### config.mk
export PLATFORM = sky130hd
export DESIGN_NAME = ser_arbiter
export DESIGN_NICKNAME = d
export VERILOG_FILES = /design/src/rtl/ser_arbiter.sv
export SDC_FILE = /design/constraint.sdc
export NUM_CORES = 1
export LEC_CHECK = 0
export ABC_CLOCK_PERIOD_IN_PS = 3600
export BUFFER_PORTS_ARGS = -buffer_cell sky130_fd_sc_hd__buf_4
export CORE_ASPECT_RATIO = 0.75
export CORE_MARGIN = 5
export CORE_UTILIZATION = 30
export CTS_BUF_LIST = sky130_fd_sc_hd__clkbuf_8
export DETAILED_ROUTE_END_ITERATION = 8
export PLACE_DENSITY_LB_ADDON = 0.12
export SKIP_CTS_REPAIR_TIMING = 1
export SYNTH_ARGS = -nofsm -noshare
export SYNTH_HDL_FRONTEND = slang
export SYNTH_SLANG_ARGS = --single-unit
### constraint.sdc
create_clock -name clk -period 3.6 [get_ports clk]
set_input_delay 0.72 -clock clk [delete_from_list [all_inputs] [get_ports clk]]
set_output_delay 0.72 -clock clk [all_outputs]
set_load 0.1 [all_outputs]
### src/rtl/ser_arbiter.sv
// Round-robin arbiter that grants one requester at a time and shifts its
// parallel word out LSB first on a single serial line.
module ser_arbiter #(
    parameter int NREQ   = 4,
    parameter int DATA_W = 4
) (
    input  logic                     clk,
    input  logic                     reset,
    input  logic [NREQ-1:0]          req_i,
    input  logic [NREQ*DATA_W-1:0]   data_i,
    output logic [NREQ-1:0]          ack_o,
    output logic                     serial_o,
    output logic                     valid_o,
    output logic                     first_o,
    output logic [$clog2(NREQ)-1:0]  src_o,
    output logic                     empty_o
);

    localparam int SW = $clog2(NREQ);
    localparam int CW = $clog2(DATA_W);

    typedef enum logic {
        IDLE  = 1'b0,
        SHIFT = 1'b1
    } state_t;

    state_t            state;
    state_t            state_nxt;
    logic [DATA_W-1:0] sreg;
    logic [DATA_W-1:0] sreg_nxt;
    logic [CW-1:0]     cnt;
    logic [CW-1:0]     cnt_nxt;
    logic [SW-1:0]     last_ff;
    logic [SW-1:0]     last_nxt;
    logic [SW-1:0]     src_nxt;
    logic [NREQ-1:0]   ack_nxt;
    logic              serial_nxt;
    logic              valid_nxt;
    logic              first_nxt;
    logic [SW-1:0]     win;
    logic              any_req;

    // NREQ is a power of two, so the natural wrap of the adder gives the
    // modulo search order last+1, last+2, ...; scanning from the far end
    // lets the nearest asserted requester overwrite the others.
    function automatic logic [SW-1:0] pick_winner(input logic [NREQ-1:0] req,
                                                  input logic [SW-1:0]   last);
        logic [SW-1:0] cand;
        pick_winner = '0;
        for (int i = NREQ; i >= 1; i--) begin
            cand = last + SW'(i);
            if (req[cand]) begin
                pick_winner = cand;
            end
        end
    endfunction

    assign win     = pick_winner(req_i, last_ff);
    assign any_req = |req_i;
    assign empty_o = (state == IDLE);

    always_comb begin
        state_nxt  = state;
        sreg_nxt   = sreg;
        cnt_nxt    = cnt;
        last_nxt   = last_ff;
        src_nxt    = src_o;
        ack_nxt    = '0;
        serial_nxt = 1'b0;
        valid_nxt  = 1'b0;
        first_nxt  = 1'b0;

        case (state)
            IDLE: begin
                if (any_req) begin
                    sreg_nxt  = data_i[int'(win)*DATA_W +: DATA_W];
                    src_nxt   = win;
                    last_nxt  = win;
                    ack_nxt   = NREQ'(1) << win;
                    cnt_nxt   = '0;
                    state_nxt = SHIFT;
                end
            end
            SHIFT: begin
                serial_nxt = sreg[0];
                valid_nxt  = 1'b1;
                first_nxt  = (cnt == '0);
                sreg_nxt   = {1'b0, sreg[DATA_W-1:1]};
                cnt_nxt    = cnt + CW'(1);
                if (cnt == CW'(DATA_W-1)) begin
                    cnt_nxt   = '0;
                    state_nxt = IDLE;
                end
            end
            default: begin
                state_nxt = IDLE;
            end
        endcase
    end

    // Reset leaves the pointer on the last requester so requester 0 wins first.
    always_ff @(posedge clk or posedge reset) begin
        if (reset) begin
            state    <= IDLE;
            sreg     <= '0;
            cnt      <= '0;
            last_ff  <= SW'(NREQ-1);
            src_o    <= '0;
            ack_o    <= '0;
            serial_o <= 1'b0;
            valid_o  <= 1'b0;
            first_o  <= 1'b0;
        end else begin
            state    <= state_nxt;
            sreg     <= sreg_nxt;
            cnt      <= cnt_nxt;
            last_ff  <= last_nxt;
            src_o    <= src_nxt;
            ack_o    <= ack_nxt;
            serial_o <= serial_nxt;
            valid_o  <= valid_nxt;
            first_o  <= first_nxt;
        end
    end

endmodule

==> results of run 1 <==
worst max-delay path, delay by kind of cell:
kind,cells,cell delay (ns)
buf+inv,1,0.11
simple gates,1,0.15
compound gates,3,0.82
mux,1,0.26
metrics by stage:
stage	cell area (sq um)	hold slack [ns]	instances	utilization, %
final	1200	0.4907	155	41.48
after global routing	1200	0.5267	155	41.48
after CTS	1200	0.4853	155	41.48
after detailed placement	1145	0.4697	151	39.58
after global placement	1145	0.4627	151	39.58
after floorplan	892.1	0.3726	86	-
layout by cell type, fill, tap and decap left out:
cell      Yosys  routed
o221ai_1      3       3
dfstp_2       2       2
o21ai_0       1       1
nand2_1      12      12
a21boi_1      1       1
ha_1          2       2
inv_1         5       5
nor3b_1       2       2
mux2i_1       9       9
o22a_1        1       1
dfrtp_1      16      16
o21ai_2       1       1
nand2_2       1       1
nor2b_1       1       1
a21oi_1       2       2
nor2_1        8       8
or2_0         1       1
and3_1        1       1
and2_1        2       2
a22o_1        1       1
a311o_1       2       2
clkbuf_8      0       4
o211ai_1      1       1
o22ai_1       1       1
buf_4         1      31
a22oi_1       3       3
nand2b_1      3       3
per-layer routing:
metal	vias up	share of wire [%]	wire length [um]
li1	360	-	-
met1	343	47	903
met2	26	43	823
met3	2	9.5	182
met4	0	0.62	12
met5	-	0	0
flip-flops by register name, summed over array words and instances (netlist names):
name	count
ack_o	4
sreg	4
cnt	2
last_ff	2
src_o	2
first_o	1
serial_o	1
state	1
valid_o	1
worst max-delay path by stage:
stage / start / endpoint / cells past startpoint
after global routing: req_i[2] / sreg[2] / 6
after global placement: req_i[2] / sreg[1] / 6
after CTS: req_i[2] / sreg[2] / 6
final: req_i[2] / sreg[2] / 6
after detailed placement: req_i[2] / sreg[2] / 6
after floorplan: state / empty_o / 2
cell type report:
class	count	area, sq um
fill	320	1693
sequential	18	452.9
multi-input combinational	59	392.9
timing repair buffer	31	232.7
clock buffer	4	55.05
tap	38	47.55
inverter	5	18.77
logic make-up after synthesis:
| group | synth area share (%) |
|---|---|
| AND/OR/NAND/NOR | 16.41 |
| flip-flops | 50.77 |
| AO/OA/AOI/OAI | 14.73 |
| buffers and inverters | 5.189 |
| multiplexers | 10.10 |
| adder cells (fa/ha/maj) | 2.805 |
power breakdown:
part	internal (mW)	switching (mW)	total (mW)
registers	0.292	0.0607	0.352
clock network	0.0970	0.0648	0.162
logic	0.174	0.443	0.617
total	0.563	0.569	1.13
==> impl_metrics.csv, run 1 <==
group,metric,value,unit
run,drv_cap,0,
status,outcome,"finished, final reports clean",
drt,drt_wl_total,1921,um
yosys,synth.distinct_cells,29,
floorplan,dieArea,0.004175,sq mm
placed_design,io_buffers,31,
yosys,synth_top_flop_cell,"dfrtp_1",
power_and_ir_drop,power,1.132,mW
worst_hold_path,min_to,"src_o[1]",
sta,fin_crit_sh,54.31,%
cts,cts_tree,"done",
setup_path,rr_startpoint,"last_ff[1]",
global_routing,grtUsageTotal,10.07,%
layout,area_growth,34.50,%
setup_path,worst-r2r-setup-slack,1.73,ns
global_routing,grt-busiest-layer,"met2",
layout,antenna_cells,0,
yosys,synth_fp_nets,110,
yosys,synth_top_cell_by_area,"dfrtp_1",
sta,fin_ws,1.645,ns
setup_path,cp.required,3.71,ns
floorplan,die_y,57.23,um
sta,fin_tns_setup,0,ns
sta,fmax,511.5,MHz
cts,clock_sinks,18,
floorplan,fp-row-count,17,
layout,drive_above_1_share,33.33,%
setup_path,endpoint_kind,"flop",
yosys,ys_ff_latch,18,
yosys,synthArstFlopShare,100.0,%
global_routing,grt_pass1_vias,681,
global_routing,grtUsageMet3,4.401,%
yosys,synth_area,892.1,sq um
yosys,yosys-top-cells-count,"16 x dfrtp_1, 12 x nand2_1, 9 x mux2i_1",
setup_path,path_max_fanout,13,
placed_design,post-place-ws,1.331,ns
global_routing,grt_max_degree,19,
yosys,yosysMostFrequentCell,"dfrtp_1",
drt,first_pass_iters,4,
sta,hold_viol,0,
drt,drc,0,
drt,routedWlPerCell,12.39,um
power_and_ir_drop,peakVddDrop,281.7,uV
setup_path,path_cells,"buf_4 -> nand2b_1 -> a21boi_1 -> o21ai_2 -> mux2i_1 -> o221ai_1",
cts,clk_latency,0.25,ns
power_and_ir_drop,p_per_area,943.0,mW/mm^2
yosys,syn_inst,86,
global_routing,use_met2,14.65,%
worst_hold_path,holdCritPathClass,"flop to flop",
placed_design,place_congestion,0.7350,
setup_path,worst_ep_arrival_time,2.06,ns
global_routing,use_met1,13.74,%
setup_path,cp_slowest_cell,"o21ai_2",
cts,htreeDepth,1,
cts,clockBufferDepth,2,
sta,slew_violations,0,
setup_path,path_class,"primary input to flop",
setup_path,ff2ff_path_depth,5,
yosys,ys_seq_area_share,50.77,%
global_routing,antenna_found_initial,0,
worst_hold_path,min_path_cells,2,
yosys,synth_top_cell_area_share,44.88,%
yosys,synth_area_leaders,"dfrtp_1 45%, mux2i_1 10%, dfstp_2 5.9%, nand2_1 5.0%, nor2_1 3.4%",
floorplan,start_util,30.84,%
worst_hold_path,min-delay-start,"src_o[1]",
placed_design,dp_hpwl,1489,um
cts,path_clk_slew,0.07,ns
floorplan,die_width,72.97,um
global_routing,gr-total-overflow,0,
sta,min_period,1.955,ns
sta,finalSetupViolations,0,
setup_path,max_stage_delay,0.55,ns
sta,worst_pin_slew,0.6938,ns
global_routing,grt_pass1_wl,3236,um
cts,ctsRootBufferMaster,"clkbuf_8",
floorplan,core-area,0.002893,sq mm
drt,drt_iter0_drc,32,
yosys,synth_edf_count,0,
setup_path,reg2reg_to,"sreg[2]",
sta,maxSlewHeadroom,53.74,%
power_and_ir_drop,leakage,0.5982,nW
drt,vias_per_cell,4.716,
floorplan,io_pins,32,
yosys,ys_warn_count,0,
yosys,syn_area_per_cell,10.37,sq um
sta,rsz0062_at_grt,"false",
layout,nets,142,
cts,cts_buffers,3,
drt,vias,731,
drt,ant_nets,0,
setup_path,cp-start-kind,"primary input",
sta,clock_skew,0.001704,ns
Power figures use the tool's default switching activity.
==> run 2, diff against run 1 <==
ABC_CLOCK_PERIOD_IN_PS = 1840   (was 3600)
clock period = 1.84 ns   (was 3.6 ns; I/O delays follow)
==> run 2 against run 1 <==
Against the previous run: cell count is 1.3% higher; critical endpoint is now sreg[1]; via count is 0.55% lower; combinational power is 110% higher; non-clock buffer count is 2 higher; first-iteration DRC count is 13% lower.
==> impl_metrics.csv, run 2 (same netlist as run 1, synthesis figures left out) <==
group,metric,value,unit
cts,clockBufferDepth,2,
setup_path,reg2reg_to,"sreg[1]",
setup_path,rr_startpoint,"last_ff[1]",
sta,min_period,1.650,ns
drt,drt_iter0_drc,28,
placed_design,placed_cell_area,0.001160,sq mm
global_routing,antenna_found_initial,0,
cts,ctsRootBufferMaster,"clkbuf_8",
worst_hold_path,holdCritPathClass,"primary input to asynchronous set/reset pin",
floorplan,dieArea,0.004175,sq mm
placed_design,place_congestion,0.7090,
layout,drive_above_1_share,36.13,%
drt,first_pass_iters,3,
drt,vias,727,
layout,final_common_cell,"buf_4",
global_routing,grt_max_degree,19,
setup_path,worst_ep_arrival_time,1.77,ns
floorplan,fp-row-count,17,
drt,ant_nets,0,
setup_path,path_max_fanout,13,
power_and_ir_drop,intPower,1.140,mW
sta,slew_violations,0,
placed_design,dp_hpwl,1611,um
setup_path,cp-start-kind,"flop",
floorplan,die_width,72.97,um
placed_design,io_buffers,31,
run,drv_cap,0,
global_routing,use_met2,16.07,%
layout,fin_area,0.001231,sq mm
floorplan,die_y,57.23,um
global_routing,grt_pass1_vias,708,
sta,finalSetupViolations,0,
global_routing,gr-total-overflow,0,
sta,clock_skew,0.003898,ns
sta,worst_pin_slew,0.6719,ns
drt,routedWlPerCell,13.31,um
power_and_ir_drop,peakVddDrop,556.9,uV
floorplan,io_pins,32,
status,outcome,"finished, final reports clean",
layout,antenna_cells,0,
global_routing,grt_pass1_wl,3360,um
sta,rsz0062_at_grt,"false",
setup_path,cp.required,1.96,ns
sta,fin_tns_setup,0,ns
sta,hold_slack,0.2162,ns
drt,drc,0,
drt,drt_wl_total,2089,um
layout,final.fill_count,312,
sta,hold_viol,0,
cts,clk_latency,0.25,ns
layout,final_cell_mix,"33 x buf_4, 16 x dfrtp_1, 12 x nand2_1",
layout,top_regs,"ack_o (4), sreg (4)",
power_and_ir_drop,p_switching,1.139,mW
global_routing,grtUsageTotal,10.50,%
global_routing,use_met1,14.15,%
global_routing,grtUsageMet3,3.873,%
cts,path_clk_slew,0.07,ns
power_and_ir_drop,p_seq_share,29.0,%
setup_path,worst-r2r-setup-slack,0.19,ns
setup_path,endpoint_kind,"flop",
setup_path,ff2ff_path_depth,6,
power_and_ir_drop,pwr-share-comb,57.0,%
layout,nets,144,
power_and_ir_drop,leakage,0.6133,nW
setup_path,path_class,"flop to flop",
power_and_ir_drop,p_per_area,1851,mW/mm^2
global_routing,grt-busiest-layer,"met2",
cts,htreeDepth,1,
power_and_ir_drop,swShare,49.97,%
floorplan,core-area,0.002893,sq mm
layout,utilization,42.56,%
power_and_ir_drop,clockPowerShare,14.0,%
cts,cts_buffers,3,
floorplan,start_util,30.84,%
cts,cts_tree,"done",
sta,fmax,606.2,MHz
layout,area_growth,38.01,%
sta,maxSlewHeadroom,55.16,%
drt,vias_per_cell,4.631,
cts,clock_sinks,18,
sta,fin_crit_sh,89.65,%
[run 2: worst max path at each step]
stage | start | to | slack [ns] | cells after the start
2_1_floorplan | state | src_o[0] | 0.08 | 5
3_5_place_dp | req_i[2] | sreg[1] | -0.07 | 6
3_3_place_gp | req_i[2] | sreg[2] | 0.01 | 6
6_report | last_ff[1] | sreg[1] | 0.19 | 6
4_1_cts | last_ff[1] | sreg[1] | 0.03 | 5
5_1_grt | last_ff[1] | sreg[2] | 0.07 | 6
[run 2: cell type report]
type | count | area (sq um) | share of cell area, %
Tap cell | 38 | 47.55 | 3.862
Clock buffer | 4 | 55.05 | 4.472
Inverter | 5 | 18.77 | 1.524
Multi-Input combinational cell | 59 | 409.1 | 33.23
Timing Repair Buffer | 33 | 247.7 | 20.12
Sequential cell | 18 | 452.9 | 36.79
[run 2: routing by layer]
layer / up-vias / share of wire [%]
li1: 363 / -
met1: 340 / 48
met2: 24 / 45
met3: 0 / 7.2
met4: 0 / 0
met5: - / 0
[run 2: per-stage QoR]
stage | instances | total power, mW | worst slack, ns
after floorplan | 86 | 1.673 | 0.07699
after global routing | 157 | 2.420 | 0.07474
after CTS | 157 | 2.283 | 0.03021
final | 157 | 2.279 | 0.1904
after detailed placement | 153 | 1.955 | -0.07334
after global placement | 153 | 1.939 | 0.01332
[run 2: power by group through the flow]
stage	combinational, mW	clock [mW]	sequential (mW)
6_report	1.30	0.319	0.662
5_1_grt	1.38	0.349	0.687
3_3_place_gp	1.27	0	0.669
4_1_cts	1.29	0.334	0.664
3_5_place_dp	1.28	0	0.671
2_1_floorplan	0.532	0	1.14
[run 2: critical path, cell delays in order (launching register included)]
cell and delay (ns):
dfstp_2 0.52, buf_4 0.14, mux2i_1 0.07, o22a_1 0.21, o21ai_4 0.20, mux2i_1 0.24, o221ai_1 0.13
